===== config.mk =====
export PLATFORM = sky130hd
export DESIGN_NAME = reg_file_sb
export DESIGN_NICKNAME = d
export VERILOG_FILES = /design/src/rtl/regfile_pkg.sv /design/src/rtl/reg_file_entry.sv /design/src/rtl/reg_file_sb.sv
export SDC_FILE = /design/constraint.sdc
export NUM_CORES = 1
export LEC_CHECK = 0
export ABC_AREA = 0
export BUFFER_PORTS_ARGS = -buffer_cell sky130_fd_sc_hd__buf_2
export CAP_MARGIN = 20
export CORE_ASPECT_RATIO = 0.75
export CORE_UTILIZATION = 30
export CTS_CLUSTER_SIZE = 40
export DETAILED_ROUTE_END_ITERATION = 6
export PLACE_DENSITY_LB_ADDON = 0.15
export SKIP_CTS_REPAIR_TIMING = 1
export SYNTH_ARGS = -nofsm -noshare
export SYNTH_HDL_FRONTEND = slang
export SYNTH_HIERARCHICAL = 1
export SYNTH_SLANG_ARGS = --single-unit
export TNS_END_PERCENT = 5

===== constraint.sdc =====
create_clock -name clk -period 3.2 [get_ports clk]
set_input_delay 0.48 -clock clk [delete_from_list [all_inputs] [get_ports clk]]
set_output_delay 0.48 -clock clk [all_outputs]
set_load 0.05 [all_outputs]

===== src/rtl/regfile_pkg.sv =====
// Shared constants for the scoreboarded register file: default geometry
// and the address of the optional hardwired zero register.
package regfile_pkg;

    localparam int DEF_DATA_W   = 16;
    localparam int DEF_NUM_REGS = 16;
    localparam int DEF_ADDR_W   = $clog2(DEF_NUM_REGS);
    localparam int ZERO_ADDR    = 0;

endpackage : regfile_pkg


===== src/rtl/reg_file_entry.sv =====
// One register-file slot: a data register plus its busy (outstanding producer)
// bit. Set has priority over clear; the caller folds flush into clear.
module reg_file_entry #(
    parameter int DATA_W = 16
) (
    input  logic              clk,
    input  logic              rst,
    input  logic              i_wen,
    input  logic [DATA_W-1:0] i_wdata,
    input  logic              i_set,
    input  logic              i_clr,
    output logic [DATA_W-1:0] o_data,
    output logic              o_busy
);

    logic [DATA_W-1:0] r_data;
    logic              r_busy;

    always_ff @(posedge clk or negedge rst) begin
        if (!rst) begin
            r_data <= '0;
            r_busy <= 1'b0;
        end else begin
            if (i_wen) begin
                r_data <= i_wdata;
            end
            if (i_set) begin
                r_busy <= 1'b1;
            end else if (i_clr) begin
                r_busy <= 1'b0;
            end
        end
    end

    assign o_data = r_data;
    assign o_busy = r_busy;

endmodule : reg_file_entry


===== src/rtl/reg_file_sb.sv =====
// Two-read/one-write register file with same-cycle write bypass, optional
// hardwired zero register and a per-register busy scoreboard for RAW stalls.
module reg_file_sb
    import regfile_pkg::*;
#(
    parameter int DATA_W   = DEF_DATA_W,
    parameter int NUM_REGS = DEF_NUM_REGS,
    parameter int ADDR_W   = $clog2(NUM_REGS),
    parameter int ZERO_REG = 1
) (
    input  logic              clk,
    input  logic              rst,
    input  logic [ADDR_W-1:0] raddr1,
    output logic [DATA_W-1:0] rdata1,
    output logic              rbusy1,
    input  logic [ADDR_W-1:0] raddr2,
    output logic [DATA_W-1:0] rdata2,
    output logic              rbusy2,
    input  logic              wen,
    input  logic [ADDR_W-1:0] waddr,
    input  logic [DATA_W-1:0] wdata,
    input  logic              set_busy,
    input  logic [ADDR_W-1:0] set_addr,
    input  logic              flush
);

    logic [DATA_W-1:0] w_data  [NUM_REGS];
    logic              w_busy  [NUM_REGS];
    logic [ADDR_W-1:0] w_raddr [2];
    logic [DATA_W-1:0] w_rdata [2];
    logic              w_rbusy [2];

    genvar gi;
    generate
        for (gi = 0; gi < NUM_REGS; gi++) begin : g_reg
            if ((ZERO_REG != 0) && (gi == ZERO_ADDR)) begin : g_zero
                assign w_data[gi] = '0;
                assign w_busy[gi] = 1'b0;
            end else begin : g_entry
                logic w_wr_hit;
                logic w_set_hit;

                // Flush beats set; set beats the writeback clear (younger producer).
                assign w_wr_hit  = wen && (waddr == ADDR_W'(gi));
                assign w_set_hit = set_busy && (set_addr == ADDR_W'(gi)) && !flush;

                reg_file_entry #(
                    .DATA_W (DATA_W)
                ) u_entry (
                    .clk     (clk),
                    .rst     (rst),
                    .i_wen   (w_wr_hit),
                    .i_wdata (wdata),
                    .i_set   (w_set_hit),
                    .i_clr   (flush || w_wr_hit),
                    .o_data  (w_data[gi]),
                    .o_busy  (w_busy[gi])
                );
            end
        end
    endgenerate

    assign w_raddr[0] = raddr1;
    assign w_raddr[1] = raddr2;

    generate
        for (gi = 0; gi < 2; gi++) begin : g_rd
            logic w_match;
            logic w_is_zero;

            assign w_match   = wen && (waddr == w_raddr[gi]);
            assign w_is_zero = (ZERO_REG != 0) && (w_raddr[gi] == ADDR_W'(ZERO_ADDR));

            // Outputs are forced quiet while reset is held so a pending bypass cannot leak through.
            assign w_rdata[gi] = !rst                    ? '0 :
                                 (w_match && !w_is_zero) ? wdata :
                                                           w_data[w_raddr[gi]];
            assign w_rbusy[gi] = rst && w_busy[w_raddr[gi]] && !w_match;
        end
    endgenerate

    assign rdata1 = w_rdata[0];
    assign rbusy1 = w_rbusy[0];
    assign rdata2 = w_rdata[1];
    assign rbusy2 = w_rbusy[1];

endmodule : reg_file_sb


==> impl_metrics.yaml <==
run_status:
  status: "completed"
logic_synthesis:
  synthArstFlopShare: 1.000
  yosysSeqAreaShare: 0.4119
  synth_ff_type: "dfrtp_1"
  synth_edf_count: 0
  synth_cells: 1132
  synth.distinct_cells: 43
  syn_area_mm2: 0.01549
  synth_nets: 1169
  syn_avg_cell_area_um2: 13.69
  yosys_register_bits: 255
  yosysWarnings: 6
floorplanning:
  die_y_um: 198.8
  die-area_mm2: 0.05257
  io_pins: 71
  core_mm2: 0.05055
  die_width_um: 264.4
  start_util: 0.3065
  rows: 71
route:
  postRouteAntennaNets: 0
  finalWirelength_um: 52550
  num_vias: 10316
  drt_iter0_drc: 751
  wl_per_cell_um: 27.64
  drt_pass1_iterations: 4
  drc: 0
  post_drt_via_cell_ratio: 5.427
clock_network:
  cts_root_buffer: "clkbuf_16"
  cts_tree: "built"
  clk_pin_slew_ps: 60
  clkLatencyLatePin_ps: 560
  clock_sinks: 255
  cts_buffers: 30
  htree_levels: 1
  cts_buffer_depth: 3
power_and_ir_drop:
  p_leak_uw: 0.007759
  pwr_density_cell_mw_per_mm2: 617.2
  ir_worst_vdd_mv: 0.2843
timing:
  relSlewSlack: 0.2326
  finalMaxSlewViolations: 0
  finalHoldViolCount: 0
  worstMarginPinSlew_ps: 1150
  fmax_mhz: 331.7
  finalCriticalPeriod_ps: 3015
  tns_ps: 0
  setup_viol: 0
  grt_setup_unrepaired: "no"
  fin_skew_ps: 0
  period_share: 0.9422
cells_and_area:
  layout-drive-gt1-share: 0.4719
  final_area_mm2: 0.01791
  seqCellArea_mm2: 0.006381
  diodes: 0
  multiInputGateArea_mm2: 0.008265
  mostFrequentLayoutCell: "dfrtp_1"
  mostFrequentLayoutCells: "dfrtp_1 (255), mux2_4 (162), mux2_2 (107)"
  fin_nets: 1259
  num-fill-cells: 4882
  syn_to_final_growth_pct: 15.62
global_routing:
  grt_pass1_vias: 10811
  grt_max_degree: 53
  grt_util_all_layers: 0.2028
  grt_pass1_wl_um: 78360
  antenna_found_initial: 1
  gr-total-overflow: 0
worst_setup_path:
  crit_type: "input port to output pin"
  cp-start-kind: "input port"
  cp.arrival_ps: 2530
  max_stage_delay_ps: 540
  cp_data_required_time_ps: 2720
  cp_max_fo: 31
  worstSetupEndpointType: "output pin"
  crit_chain: "buf_4, buf_12, mux4_2, mux2_2, a211oi_1, nor2_1, buf_2"
  worst_path_max_delay_cell: "mux4_2"
placed_design:
  gp_congestion: 0.8032
  place_area_mm2: 0.01685
  port_buffers: 70
  dp_hpwl_um: 34860
job:
  maxCapViolCount: 0
hold_path:
  hold_path_class: "input port to flop"
-- Yosys cell counts, drive strengths merged (7+ instances only) --
cell type,instances,share of area
o2bb2ai,16,0.0090
mux4,71,0.10
mux2i,34,0.022
a21oi,17,0.0057
dfrtp,255,0.41
nor2b,20,0.0082
o22ai,16,0.0065
buf,76,0.051
nor2,61,0.015
nor3,37,0.012
inv,16,0.0039
nand2b,7,0.0028
a31oi,16,0.0065
a21o,16,0.0078
clkbuf,23,0.0056
a221oi,31,0.018
o21ai,18,0.0058
a211oi,20,0.011
mux2,321,0.27
nand2,24,0.0058
or2,15,0.0061
-- sequential cells by signal, summed over array words and instances, names as in the netlist --
name,cells
g.g_entry.u_entry/o_busy,15
g.g_entry.u_entry/o_data,240
-- worst max-delay path, delay by kind of cell --
| family | cells | cell delay, ps |
|---|---|---|
| multiplexers | 2 | 820 |
| buffers and inverters | 3 | 620 |
| AO/OA/AOI/OAI | 1 | 460 |
| AND/OR/NAND/NOR | 1 | 120 |
-- final timing paths --
path,slack [ps],to,depth (start not counted),from
min in group asynchronous,390,g_reg[10].g_entry.u_entry/o_data[12],2,rst
max,190,rdata1[2],7,raddr1[1]
min reg2reg,500,g_reg[13].g_entry.u_entry/o_busy,1,g_reg[13].g_entry.u_entry/o_busy
max reg2reg,2380,g_reg[11].g_entry.u_entry/o_data[13],1,g_reg[11].g_entry.u_entry/o_data[13]
max in group asynchronous,1480,g_reg[1].g_entry.u_entry/o_data[10],4,rst
min,320,g_reg[12].g_entry.u_entry/o_busy,3,set_addr[1]
-- stage by stage --
stage	setup WS, ps	power (uW)	cells	hold WS [ps]	utilization
floorplan	135.8	6537	1132	184.4	-
CTS	26.66	11140	1900	-229.6	0.3541
global route	113.2	11590	1901	312.6	0.3544
global placement	26.28	7407	1846	384.0	0.3334
detailed placement	35.53	7417	1846	383.1	0.3334
finish	185.0	11060	1901	319.8	0.3544
-- final cells by class --
cell class / instances / area share
Multi-Input combinational cell: 762 / 0.4614
Inverter: 16 / 0.003353
Tap cell: 657 / 0.04589
Clock inverter: 9 / 0.006845
Clock buffer: 45 / 0.05183
Sequential cell: 255 / 0.3562
Timing Repair Buffer: 157 / 0.07446
-- per-layer routing --
metal | part of all wire | vias to the layer above | routed length, um | GRT usage
met4 | 0.026 | 0 | 1349 | 0.05297
met1 | 0.50 | 5475 | 26400 | 0.3034
met3 | 0.042 | 78 | 2210 | 0.03342
met2 | 0.43 | 306 | 22590 | 0.3002
met5 | 0 | - | 0 | 0
li1 | - | 4457 | - | -
-- cells by family (layout without fill, tap and decap cells) --
kind of cell	count (synthesis)	after routing	synth area share
flip-flops	255	255	0.4119
multiplexers	426	426	0.3977
buffers and inverters	115	227	0.06000
AO/OA/AOI/OAI	154	154	0.07220
XOR/XNOR	6	6	0.003392
AND/OR/NAND/NOR	176	176	0.05483
-- report_power, final --
| group | switching (uW) | internal (uW) | total [uW] |
|---|---|---|---|
| clock | 1430 | 2230 | 3660 |
| combinational | 1210 | 1660 | 2860 |
| sequential | 594 | 3940 | 4540 |
Note: power is estimated with default switching activity, not from simulation.
